**src/rtl/if_fetch_unit.sv**
```systemverilog
// Instruction-fetch front end: owns the fetch PC, issues in-order imem requests under a
// credit limit, buffers returned words with their PCs and drops wrong-path responses after redirects.
module if_fetch_unit #(
    parameter logic [31:0] RESET_PC   = 32'h0000_0000,
    parameter int          FIFO_DEPTH = 2
) (
    input  logic        clk,
    input  logic        rst_n,
    output logic        imem_req,
    output logic [31:0] imem_addr,
    input  logic        imem_gnt,
    input  logic        imem_rvalid,
    input  logic [31:0] imem_rdata,
    input  logic        stall_f,
    input  logic        redirect_valid,
    input  logic [31:0] redirect_pc,
    output logic        valid_f,
    output logic [31:0] instr_f,
    output logic [31:0] pc_f,
    output logic [31:0] pcplus4_f
);
    localparam int PTR_W  = $clog2(FIFO_DEPTH);
    localparam int CNT_W  = $clog2(FIFO_DEPTH + 1);
    localparam int SUM_W  = CNT_W + 1;
    localparam int DISC_W = 8;

    logic [31:0]       fetch_pc_q, fetch_pc_d;
    logic [CNT_W-1:0]  outstanding_q, outstanding_d;
    logic [CNT_W-1:0]  fifo_cnt_q, fifo_cnt_d;
    logic [DISC_W-1:0] discard_q, discard_d;
    logic [PTR_W-1:0]  fifo_wr_q, fifo_wr_d, fifo_rd_q, fifo_rd_d;
    logic [PTR_W-1:0]  pcq_wr_q, pcq_wr_d, pcq_rd_q, pcq_rd_d;

    logic [31:0] fifo_instr_q [FIFO_DEPTH];
    logic [31:0] fifo_instr_d [FIFO_DEPTH];
    logic [31:0] fifo_pc_q    [FIFO_DEPTH];
    logic [31:0] fifo_pc_d    [FIFO_DEPTH];
    logic [31:0] pcq_pc_q     [FIFO_DEPTH];
    logic [31:0] pcq_pc_d     [FIFO_DEPTH];

    logic [SUM_W-1:0] credit_used;
    logic handshake, rsp_accept, rsp_discard, rsp_any, pop;

    // Outstanding requests plus buffered words never exceed the FIFO depth, so a
    // returning word always has a slot even when nothing is being popped.
    always_comb begin
        credit_used = {1'b0, outstanding_q} + {1'b0, fifo_cnt_q};
        imem_req    = rst_n & ~redirect_valid & (credit_used < SUM_W'(FIFO_DEPTH));
        imem_addr   = fetch_pc_q;
        handshake   = imem_req & imem_gnt;
        rsp_discard = imem_rvalid & (discard_q != '0);
        rsp_accept  = imem_rvalid & (discard_q == '0) & (outstanding_q != '0);
        rsp_any     = rsp_discard | rsp_accept;
        valid_f     = (fifo_cnt_q != '0);
        pop         = valid_f & ~stall_f;
    end

    always_comb begin
        instr_f   = 32'h0000_0000;
        pc_f      = 32'hFFFF_FFFF;
        pcplus4_f = 32'hFFFF_FFFF;
        if (valid_f) begin
            instr_f   = fifo_instr_q[fifo_rd_q];
            pc_f      = fifo_pc_q[fifo_rd_q];
            pcplus4_f = fifo_pc_q[fifo_rd_q] + 32'd4;
        end
    end

    always_comb begin
        fetch_pc_d    = fetch_pc_q;
        outstanding_d = outstanding_q;
        fifo_cnt_d    = fifo_cnt_q;
        discard_d     = discard_q;
        fifo_wr_d     = fifo_wr_q;
        fifo_rd_d     = fifo_rd_q;
        pcq_wr_d      = pcq_wr_q;
        pcq_rd_d      = pcq_rd_q;
        fifo_instr_d  = fifo_instr_q;
        fifo_pc_d     = fifo_pc_q;
        pcq_pc_d      = pcq_pc_q;

        if (redirect_valid) begin
            // Every request still in flight becomes a response to throw away;
            // one arriving this very cycle is already accounted for.
            fetch_pc_d    = redirect_pc & 32'hFFFF_FFFC;
            discard_d     = discard_q + DISC_W'(outstanding_q) - DISC_W'(rsp_any);
            outstanding_d = '0;
            fifo_cnt_d    = '0;
            fifo_wr_d     = '0;
            fifo_rd_d     = '0;
            pcq_wr_d      = '0;
            pcq_rd_d      = '0;
        end else begin
            if (handshake) begin
                pcq_pc_d[pcq_wr_q] = fetch_pc_q;
                pcq_wr_d           = pcq_wr_q + PTR_W'(1);
                fetch_pc_d         = fetch_pc_q + 32'd4;
            end
            if (rsp_discard) begin
                discard_d = discard_q - DISC_W'(1);
            end
            if (rsp_accept) begin
                fifo_instr_d[fifo_wr_q] = imem_rdata;
                fifo_pc_d[fifo_wr_q]    = pcq_pc_q[pcq_rd_q];
                fifo_wr_d               = fifo_wr_q + PTR_W'(1);
                pcq_rd_d                = pcq_rd_q + PTR_W'(1);
            end
            if (pop) begin
                fifo_rd_d = fifo_rd_q + PTR_W'(1);
            end
            outstanding_d = outstanding_q + CNT_W'(handshake) - CNT_W'(rsp_accept);
            fifo_cnt_d    = fifo_cnt_q + CNT_W'(rsp_accept) - CNT_W'(pop);
        end
    end

    always_ff @(posedge clk) begin
        if (!rst_n) begin
            fetch_pc_q    <= RESET_PC;
            outstanding_q <= '0;
            fifo_cnt_q    <= '0;
            discard_q     <= '0;
            fifo_wr_q     <= '0;
            fifo_rd_q     <= '0;
            pcq_wr_q      <= '0;
            pcq_rd_q      <= '0;
        end else begin
            fetch_pc_q    <= fetch_pc_d;
            outstanding_q <= outstanding_d;
            fifo_cnt_q    <= fifo_cnt_d;
            discard_q     <= discard_d;
            fifo_wr_q     <= fifo_wr_d;
            fifo_rd_q     <= fifo_rd_d;
            pcq_wr_q      <= pcq_wr_d;
            pcq_rd_q      <= pcq_rd_d;
        end
    end

    // Storage slots carry no reset: their contents only matter while the counts say so.
    generate
        for (genvar gi = 0; gi < FIFO_DEPTH; gi++) begin : g_slot
            always_ff @(posedge clk) begin
                fifo_instr_q[gi] <= fifo_instr_d[gi];
                fifo_pc_q[gi]    <= fifo_pc_d[gi];
                pcq_pc_q[gi]     <= pcq_pc_d[gi];
            end
        end
    endgenerate

    stray_rvalid_a: assert property (@(posedge clk) disable iff (!rst_n)
        imem_rvalid |-> (outstanding_q != '0 || discard_q != '0));

endmodule
```
**config.mk**
```make
export PLATFORM = sky130hd
export DESIGN_NAME = if_fetch_unit
export DESIGN_NICKNAME = d
export VERILOG_FILES = /design/src/rtl/if_fetch_unit.sv
export SDC_FILE = /design/constraint.sdc
export NUM_CORES = 1
export LEC_CHECK = 0
export BUFFER_PORTS_ARGS = -buffer_cell sky130_fd_sc_hd__buf_4
export CORE_MARGIN = 2
export CORE_UTILIZATION = 30
export CTS_BUF_LIST = sky130_fd_sc_hd__clkbuf_2 sky130_fd_sc_hd__clkbuf_4 sky130_fd_sc_hd__clkbuf_8
export DETAILED_ROUTE_END_ITERATION = 6
export PLACE_DENSITY = 0.59
export SETUP_SLACK_MARGIN = 0.05
export SLEW_MARGIN = 20
export SYNTH_ARGS = -nofsm -noshare
export SYNTH_HDL_FRONTEND = slang
export SYNTH_SLANG_ARGS = --single-unit
```
**constraint.sdc**
```tcl
create_clock -name clk -period 7.2 [get_ports clk]
set_clock_uncertainty 0.2 [all_clocks]
set_input_delay 0.72 -clock clk [delete_from_list [all_inputs] [get_ports clk]]
set_output_delay 0.72 -clock clk [all_outputs]
set_load 0.05 [all_outputs]
```
* Word level (Yosys, flattened, before mapping)
Cells that the tools add are included.
Word-level totals: register bits after elaboration 240, input bits 70, output and inout bits 130, word-level logic and storage cells 85
Operators by class: add/subtract/negate cells 14, order comparisons 7, multiplexer cells 23, bitwise gates (word level) 15, reduce and logical (&&, ||, !) cells 11
Operators with widths (number):
- 32-bit 2-to-1 mux | 16
- 64-bit bitwise mux | 3
- 32-bit by 3-bit adder with 32-bit output (second input constant) | 2
- 32-bit demux with 1-bit select | 2
- 8-bit 2-to-1 mux | 2
- 8-bit by 2-bit adder with 8-bit output | 1
- 2-bit >= comparator (second input constant) | 4
- 8-bit logical NOT | 1
- 1-bit inverter with 2-bit output | 4
- 2-bit nonzero test | 4
- 8-bit nonzero test | 1
- 8-bit by 1-bit subtractor with 8-bit output | 1
- 8-bit by 1-bit subtractor with 8-bit output (second input constant) | 1
- 1-bit bitwise AND | 7
- 1-bit adder (second input constant) | 4
- 2-bit by 1-bit adder with 2-bit output | 2
- 2-bit by 1-bit less-than comparator with 1-bit output (second input constant) | 2
- 2-bit AND reduction | 2
- 2-bit by 1-bit subtractor with 2-bit output | 2
- 2-bit by 2-bit adder with 3-bit output | 1
- 3-bit by 2-bit less-than comparator with 1-bit output (second input constant) | 1
- 1-bit inverter | 3
- 1-bit logical AND | 2
- 2-bit OR reduction | 1
- 1-bit OR | 1

* Longest topological paths before layout
Gate-level depths: netlist (run 1).
depth in word-level cells 6, depth in mapped cells 14, depth with buffers taken out 14

* Worst setup path after synthesis (run 1)
No wires, ideal clock.
path type input -> register, start in redirect_valid, end reg fifo_instr_q[32] (netlist bit) (enable), library setup time 0.558 ns, arrival 5.524 ns, required time 6.442 ns, slack 0.917 ns, stages 4, path buffers 3, cells stage by stage buf_6 clkbuf_1 clkbuf_1 nor3_1
On the way: longest elaborated chain between the ends 2
Ends and longest elaborated chain:
- start, declared | RTL line 15 | input logic redirect_valid,
- 1-bit inverter (no line)
- 2-bit AND reduction (no line)
- end signal, assigned by index | RTL line 142 | fifo_instr_q[gi] <= fifo_instr_d[gi];
- end, declared | RTL line 34 | logic [31:0] fifo_instr_q [FIFO_DEPTH];
Every way passes these cells. A chain may end at the register's enable or synchronous reset.

* Final worst setup path (run 1)
start reg fifo_rd_q, end out pcplus4_f[31]
On the way: longest elaborated chain between the ends 6
Ends and longest elaborated chain:
- start, declared | RTL line 31 | logic [PTR_W-1:0] fifo_wr_q, fifo_wr_d, fifo_rd_q, fifo_rd_d;
- start signal, assigned | RTL line 132 | fifo_rd_q <= fifo_rd_d;
- 1-bit inverter with 2-bit output (not written as such) | RTL line 65 | pcplus4_f = fifo_pc_q[fifo_rd_q] + 32'd4;
- 32-bit 2-to-1 mux (not written as such) (3 in a row) | RTL line 65
- 32-bit by 3-bit adder with 32-bit output | RTL line 65
- 32-bit 2-to-1 mux | RTL line 62 | if (valid_f) begin
- end, declared | RTL line 20 | output logic [31:0] pcplus4_f
Every way passes these cells. The select of a mux whose other input is x is not followed.

==> run metrics, run 1 <==
run status=complete, no violations; largest net degree at the start of global routing=71; largest family of logic cells by synthesized area=simple AND/OR/NAND/NOR gates; CTS sink cnt=230; Final Hold Fails=0; Worst-Margin Slew=0.8955 ns; Nets=1200; IO buf count=195; pwr/cell area=231.8 mW/mm^2; compound-gate portion of the synthesized area=7.633%; Yosys Warn Count=0; hold_sp=imem_rdata[31]; core area=0.03574 sq mm; Post-synth EDFFs=184; DRC viols=0; hold_buf cts=0; DRT iter0 DRCs=448; Fillers=3504; Setup TNS=0 ns; vias in the first global route=7549; Finished Layout Cells=1596; Pre-antenna DRT Iters=6; DP Worst Slack=2.977 ns; count leader, synth=edfxtp_1; Synth Area in XOR/XNOR=3.040%; syn_area_per_cell=12.10 sq um; top cell type by total area after synthesis=edfxtp_1; Area contributors post-synth=edfxtp_1 (50%), dfxtp_1 (8.4%), mux2i_1 (5.0%); setup slack on the worst flop-to-flop path=3.14 ns; vias after detailed routing=7838; startpoint types=flip-flop; Leak=4.746 nW; ys flop type=edfxtp_1; hold path depth=1; Synth Area in Simple Gates=14.40%; max_slew headroom=40.30%; Reg2Reg Depth=6; Max Fclk=0.2087 GHz; Final Critical Period=4.791 ns; register area share after synthesis=58.87%; diodes inserted=0; total power=3.162 mW; Hold EP=fifo_instr_q[31]; design area=0.01364 sq mm; post-route ant nets=0; CTS H-tree depth=2; multiplexer share of the synthesized area=9.759%; root buf cell=clkbuf_8; GR Util All Layers=14.40%; setup ws final=2.409 ns; Post-DP Area=0.01283 sq mm; Comb pwr share=14.2%; final setup fails=0; Sw Ratio=26.20%; worst-skew pair later-pin latency=0.54 ns; asr flop ratio synth=0%; postcts setup bufs=0; Final Core Density=38.16%; Reg clk slew, reported paths=0.07 ns; register area=0.006450 sq mm; Worst Path Class, Setup=reg -> out; CP max FO=70; Starting Density=30.63%; placed cell count=1523; placer congestion estimate=0.7990; Req. time, crit path=6.28 ns; Pint=2.333 mW; Hold Path Class=in -> reg; clk buf depth=3; Post-Synth Adder-Cell Area=3.108%; PostCTS Resize Cnt=0; critical path arrival=3.87 ns; routed length per instance=17.75 um; Clock Power Share=38.0%; Slew Viols, Final=0; antenna violations before repair=0; die width=195.0 um; worst r2r src=outstanding_q[0]; Post-synth top cells=edfxtp_1 (184), nand2_1 (96), nor2_1 (65); Reg power frac=47.8%; RSZ-0062 raised after global routing=false; r2r endpoint=pcq_pc_q[37]; CTS tree=yes; count of cell types in the netlist=68; area share of the leading cell type in the synthesized netlist=50.46%; synthesis-to-layout area growth=24.58%; CP Capture Type=output pin; final wirelength=28330 um; io pins=200; FP Rows=69; first-pass GRT wire length=43000 um; Die Ht=195.0 um; hold_ws=0.1599 ns; Inserted Clock Buffers=40; Yosys reg bits=230; die area=0.03804 sq mm; Synth Cell Area=0.01095 sq mm; total gr overflow=0; vias per std cell=4.911; Final period util=66.54%; Switch Pwr=0.8282 mW; multi-input logic area=0.004175 sq mm; cells after synthesis=905; dpl hpwl=19530 um; peak supply drop=0.1066 mV; layout cells sized above 1=29.60%; max-cap check violation count=0
## layout make-up
cell class,instances,share of cell area [%]
Multi-Input combinational cell,600,30.61
Clock inverter,20,1.064
Clock buffer,53,4.843
Tap cell,461,4.229
Sequential cell,230,47.28
Inverter,29,0.7980
Timing Repair Buffer,203,11.17
## worst max-delay path: stages (launching register included)
cell     delay (ns)
dfxtp_4        0.88
nand4_1        0.42
a22oi_2        0.50
nand4_1        0.48
nor3_1         0.41
mux2_2         0.39
buf_4          0.19
## cell usage in the layout (no fill, tap or decap), drive strengths merged, types with 4 or more instances in the layout
master	synthesis	layout
nand3	29	29
and4	7	7
a211oi	5	5
xor2	7	7
a22oi	5	5
or2	8	8
and2	6	6
nor2	65	65
buf	25	203
nand2b	9	9
a31oi	17	17
nor2b	4	4
a21oi	35	35
a221oi	4	4
dfxtp	46	46
ha	24	24
nand2	96	96
nand3b	6	6
a32oi	4	4
o21a	4	4
a21o	5	5
nor3	15	15
clkbuf	22	53
nand4	25	25
or4	6	6
o31a	4	4
and3	8	8
o211ai	5	5
xnor2	31	31
mux2	46	46
inv	29	29
or3	8	8
nor4	7	7
o21ai	20	20
clkinv	0	15
edfxtp	184	184
mux2i	55	55
## power groups by stage
stage	Combinational [mW]	Clock [mW]	Sequential (mW)
global placement	0.438	0	1.54
floorplan	0.295	0	1.56
CTS	0.451	1.25	1.51
finish	0.448	1.20	1.51
global route	0.499	1.30	1.52
detailed placement	0.448	0	1.54
## flip-flops by register name, indices dropped and copies added (netlist names)
signal and flops:
fifo_rd_q 1, pcq_pc_q 60, pcq_wr_q 1, discard_q 8
pcq_rd_q 1, imem_addr 30, fifo_pc_q 60, fifo_cnt_q 2
outstanding_q 2, fifo_instr_q 64, fifo_wr_q 1
## how the worst max path moves through the flow
stage / from / endpoint / slack [ns] / cells past startpoint
global placement: redirect_valid / pcq_pc_q[38] / 3.02 / 5
CTS: fifo_rd_q / pcplus4_f[31] / 2.38 / 6
floorplan: redirect_valid / fifo_instr_q[32] / 0.92 / 4
global route: fifo_rd_q / pcplus4_f[31] / 2.16 / 6
finish: fifo_rd_q / pcplus4_f[31] / 2.41 / 6
detailed placement: fifo_rd_q / pcplus4_f[31] / 2.98 / 6
## logic make-up after synthesis
kind of cell    after synthesis
simple gates                308
flops                       230
compound gates              125
mux                         101
buf+inv                      76
xor+xnor                     38
fa+ha+maj                    26
other cells                   1
## routing by layer
metal	track usage, %	up-vias	part of all wire [%]
met2	21.90	314	43
met3	3.351	40	7.1
met1	20.52	3709	48
met5	0	-	0
met4	4.015	0	1.7
li1	-	3775	-
Power figures use the tool's default switching activity.
==> run 2: changes to the inputs <==
Clock period 7.2 ns to 5.02 ns, I/O delays scaled along.
==> run 2 against run 1 <==
Critical path depth grew 1. Critical path type unchanged. Highest routed layer unchanged. Largest cell class unchanged. Utilization grew 1.2 points. Via count grew 1.4%. Critical endpoint is now pcplus4_f[29]. Routed wire length shrank 0.47%.
==> run metrics, run 2 (synthesis gave the netlist of run 1 again) <==
run status=complete, no violations; Final Critical Period=4.027 ns; worst-skew pair later-pin latency=0.53 ns; Die Ht=195.0 um; post-route ant nets=0; DRT iter0 DRCs=480; setup slack on the worst flop-to-flop path=1.80 ns; Reg clk slew, reported paths=0.06 ns; CTS tree=yes; startpoint types=flip-flop; Final period util=80.22%; RSZ-0062 raised after global routing=false; Fillers=3459; first-pass GRT wire length=43870 um; Inserted Clock Buffers=41; hold path depth=3; vias per std cell=4.848; r2r endpoint=discard_q[4]; max-cap check violation count=0; root buf cell=clkbuf_8; largest net degree at the start of global routing=63; critical path arrival=3.33 ns; Hold Path Class=in -> reg; final setup fails=0; hold_sp=redirect_pc[2]; highest-count cells in the layout ignoring fill and taps=buf_4 (208), edfxtp_1 (184), nand2_1 (96); peak supply drop=0.1752 mV; placed cell count=1528; core area=0.03574 sq mm; hold_ws=0.03091 ns; antenna violations before repair=0; pwr/cell area=327.8 mW/mm^2; io pins=200; max_slew headroom=41.58%; diodes inserted=0; Leak=4.942 nW; total gr overflow=0; CTS sink cnt=230; placer congestion estimate=0.8016; Pre-antenna DRT Iters=5; CTS H-tree depth=2; Hold EP=imem_addr[2]; Starting Density=30.63%; Setup TNS=0 ns; vias in the first global route=7901; CP max FO=39; GR Util All Layers=14.50%; Worst Path Class, Setup=reg -> out; Max Fclk=0.2483 GHz; Req. time, crit path=4.32 ns; synthesis-to-layout area growth=28.59%; clk buf depth=3; dpl hpwl=19840 um; die area=0.03804 sq mm; Top Registers=fifo_instr_q x64, fifo_pc_q x60, pcq_pc_q x60; Worst-Margin Slew=0.8762 ns; Final Hold Fails=0; worst r2r src=discard_q[4]; layout cells sized above 1=29.12%; Biggest register=fifo_instr_q; Nets=1241; FP Rows=69; Slew Viols, Final=0; DRC viols=0; Finished Layout Cells=1639; max reg flops=64; commonest non-fill, non-tap cell in the layout=buf_4; Reg2Reg Depth=14; die width=195.0 um; vias after detailed routing=7946; CP Capture Type=output pin; routed length per instance=17.21 um; final wirelength=28200 um; IO buf count=195
-- run 2: cell count changes in the layout (fill, tap and decap cells not counted), sizes merged --
| cell | previous run | this run |
|---|---|---|
| buf | 203 | 208 |
| bufinv | 2 | 3 |
| clkbuf | 53 | 57 |
| clkinv | 15 | 13 |
| clkinvlp | 3 | 2 |
| dlygate4sd3 | 0 | 35 |
| inv | 29 | 30 |
-- run 2: stage by stage --
step	area, sq um	setup WS [ns]	power [mW]	util (%)
finish	14080	0.9929	4.616	39.39
global route	14080	0.7630	4.843	39.39
CTS	14080	0.9194	4.674	39.39
detailed placement	12870	1.490	2.845	36.02
global placement	12870	1.556	2.833	36.02
floorplan	10960	0.7811	2.657	-
-- run 2: worst max-delay path, stage by stage (launching register included) --
cell	delay, ns
dfxtp_4	0.55
buf_4	0.45
nand4_1	0.20
a22oi_2	0.37
nand3_1	0.33
nor3_1	0.32
mux2_2	0.38
buf_4	0.19
-- run 2: area by class of cell --
class	count	area (sq um)	area share (%)
well taps	461	576.8	4.097
repair buffers	243	1912	13.58
clock buffers	57	684.4	4.861
multi-input cells	600	4177	29.66
flip-flops and latches	230	6450	45.81
inverters	29	108.9	0.7731
clock inverters	19	171.4	1.217
-- run 2: how the worst max path moves through the flow --
stage	start	to	slack, ns	cells after the start
floorplan	outstanding_q[0]	pcq_pc_q[34]	0.78	8
global placement	fifo_rd_q	pcplus4_f[29]	1.56	7
detailed placement	fifo_rd_q	pcplus4_f[29]	1.49	7
CTS	fifo_rd_q	pcplus4_f[29]	0.92	7
global route	fifo_rd_q	pcplus4_f[29]	0.76	7
finish	fifo_rd_q	pcplus4_f[29]	0.99	7
-- run 2: layer usage --
layer	global-route usage, %	part of all wire [%]	vias up
met1	20.82	49	3786
met3	3.005	6.5	33
li1	-	-	3853
met4	3.817	1.7	0
met2	22.25	43	274
met5	0	0	-
-- run 2: timing repair --
item / in CTS / in global routing
hold buffers: 35 / 0
hold endpoints to repair: 67 / 0
gates resized for setup: 0 / 0
setup buffers: 0 / 0
-- run 2: power breakdown --
group / total [mW] / switching [mW] / internal, mW
clock network: 1.79 / 0.745 / 1.04
logic: 0.660 / 0.363 / 0.297
registers: 2.17 / 0.0621 / 2.11
==> run 3: changes to the inputs <==
Settings changed: ABC_AREA from default to 1.
Clock period 5.02 ns to 3.95 ns, I/O delays scaled along.
==> run 3 against run 2 <==
First-iteration DRC count shrank 1.3%. Final cell count increased by 29%. Count of clock-buffer cells in the layout stayed put. Setup slack lost 0.61 ns. Critical endpoint is now pcplus4_f[28].
==> run metrics, run 3 <==
PostCTS Resize Cnt=0; largest family of logic cells by synthesized area=simple AND/OR/NAND/NOR gates; routed length per instance=14.27 um; vias per std cell=4.453; Final Critical Period=3.565 ns; commonest non-fill, non-tap cell in the layout=nand2_1; Synth Area in Simple Gates=26.26%; Reg clk slew, reported paths=0.06 ns; DRT iter0 DRCs=474; Pre-antenna DRT Iters=5; IO buf count=195; die width=198.8 um; CP max FO=30; Final period util=90.26%; io pins=200; pwr/cell area=385.0 mW/mm^2; worst-skew pair later-pin latency=0.54 ns; count leader, synth=nand2_1; RSZ-0062 raised after global routing=false; Yosys reg bits=230; multi-input logic area=0.004222 sq mm; Die Ht=198.8 um; total power=5.664 mW; vias after detailed routing=9444; Area contributors post-synth=edfxtp_1 (49%), nand2_1 (17%), dfxtp_1 (8.1%); DRC viols=0; critical path arrival=2.97 ns; Slew Viols, Final=0; final wirelength=30270 um; Post-synth EDFFs=184; CTS H-tree depth=2; compound-gate portion of the synthesized area=6.387%; Biggest register=fifo_instr_q; largest net degree at the start of global routing=51; Synth Cell Area=0.01138 sq mm; ys flop type=edfxtp_1; dpl hpwl=21020 um; Starting Density=30.36%; FP Rows=71; Final Hold Fails=0; peak supply drop=0.2118 mV; Hold Path Class=in -> reg; Worst-Margin Slew=0.8520 ns; asr flop ratio synth=0%; synthesis-to-layout area growth=29.25%; Nets=1678; placer congestion estimate=0.8414; Post-Synth Adder-Cell Area=2.990%; post-route ant nets=0; root buf cell=clkbuf_8; multiplexer share of the synthesized area=0%; register area=0.006447 sq mm; first-pass GRT wire length=46780 um; Top Registers=fifo_instr_q x64, fifo_pc_q x60, pcq_pc_q x60; Req. time, crit path=3.36 ns; max_slew headroom=43.14%; Post-synth top cells=nand2_1 (520), edfxtp_1 (184), inv_1 (126); total gr overflow=0; diodes inserted=0; syn_area_per_cell=8.602 sq um; top cell type by total area after synthesis=edfxtp_1; run status=complete, no violations; cells after synthesis=1323; vias in the first global route=8895; postcts setup bufs=0; Fillers=3740; highest-count cells in the layout ignoring fill and taps=nand2_1 (520), buf_4 (210), edfxtp_1 (184); GR Util All Layers=15.06%; max reg flops=64; final setup fails=0; CTS tree=yes; Comb pwr share=13.1%; core area=0.03749 sq mm; area share of the leading cell type in the synthesized netlist=48.55%; register area share after synthesis=56.64%; CP Capture Type=output pin; Leak=6.108 nW; startpoint types=flip-flop; max-cap check violation count=0; antenna violations before repair=0; Pint=4.206 mW; Max Fclk=0.2805 GHz; layout cells sized above 1=19.94%; count of cell types in the netlist=34; Reg power frac=48.4%; Worst Path Class, Setup=reg -> out; Inserted Clock Buffers=40; Switch Pwr=1.458 mW; Clock Power Share=38.5%; die area=0.03951 sq mm; CTS sink cnt=230; Yosys Warn Count=0; clk buf depth=3; Sw Ratio=25.75%; Synth Area in XOR/XNOR=1.077%; Final Core Density=39.24%
==> run 3: changes by cell type after synthesis, sizes merged, moves of 15 or more <==
cell | previous run | this run
nor2 | 65 | 108
nand2 | 96 | 536
nand3 | 29 | 70
mux2 | 46 | 0
inv | 29 | 132
mux2i | 55 | 0
a21oi | 35 | 73
nand4 | 25 | 10
o21ai | 20 | 58
xnor2 | 31 | 4
==> run 3: kinds of logic (layout without fill, tap and decap cells) <==
group	count (synthesis)	in the layout
AO/OA/AOI/OAI	141	141
AND/OR/NAND/NOR	732	732
buffers and inverters	179	465
other	1	2
adder cells (fa/ha/maj)	26	26
flip-flops	230	230
XOR/XNOR	14	14
==> run 3: cell type report <==
| class | instances | share of cell area (%) |
|---|---|---|
| clock buffers | 57 | 4.653 |
| clock inverters | 13 | 0.7825 |
| inverters | 132 | 3.368 |
| multi-input cells | 915 | 28.70 |
| flip-flops and latches | 230 | 43.83 |
| well taps | 511 | 4.346 |
| repair buffers | 263 | 14.32 |
==> run 3: power groups by stage <==
stage                     logic, mW  clock network [mW]  registers, mW
final                         0.742                2.18           2.74
after global routing          0.843                2.36           2.75
after CTS                     0.742                2.26           2.74
after detailed placement      0.696                   0           2.79
after global placement        0.681                   0           2.79
after floorplan               0.429                   0           2.83
==> run 3: per-layer routing <==
metal | part of all wire, % | GRT usage [%]
met2 | 44 | 23.93
met4 | 2.0 | 4.118
met3 | 7.1 | 2.560
met5 | 0 | 0
met1 | 47 | 21.16
==> run 3: final timing paths <==
path,start,slack [ns],cells past startpoint,endpoint
max,fifo_rd_q,0.38,12,pcplus4_f[28]
min,redirect_pc[24],0.05,5,imem_addr[24]
max reg2reg,discard_q[4],0.91,17,discard_q[6]
min reg2reg,pcq_pc_q[37],0.33,2,fifo_pc_q[37]
==> run 3: worst max-delay path: stages (launching register included) <==
cell and delay (ns):
dfxtp_2 0.47, inv_2 0.47, nand2_1 0.14, nand2_1 0.12, ha_1 0.18, nand2_1 0.07, nor2_2 0.13, nand2_2 0.17
nor2_1 0.23, nand2_1 0.08, nand2_1 0.06, nand3_1 0.07, buf_4 0.22
==> run 3: what timing repair did <==
item	in CTS	in global routing
hold buffers	53	0
hold endpoints to repair	90	0
setup endpoints to repair	0	0
==> run 3: per-stage QoR <==
stage	instance area (sq um)	setup TNS, ns	worst slack (ns)	hold WS, ns	std cells
finish	14710	0	0.3848	0.05452	2121
global route	14710	0	0.08700	0.03168	2121
CTS	14710	0	0.2763	0.005212	2121
detailed placement	13380	0	0.8893	0.3209	1998
global placement	13380	0	0.8922	0.3020	1998
floorplan	11390	-10.11	-0.08152	0.2591	1324
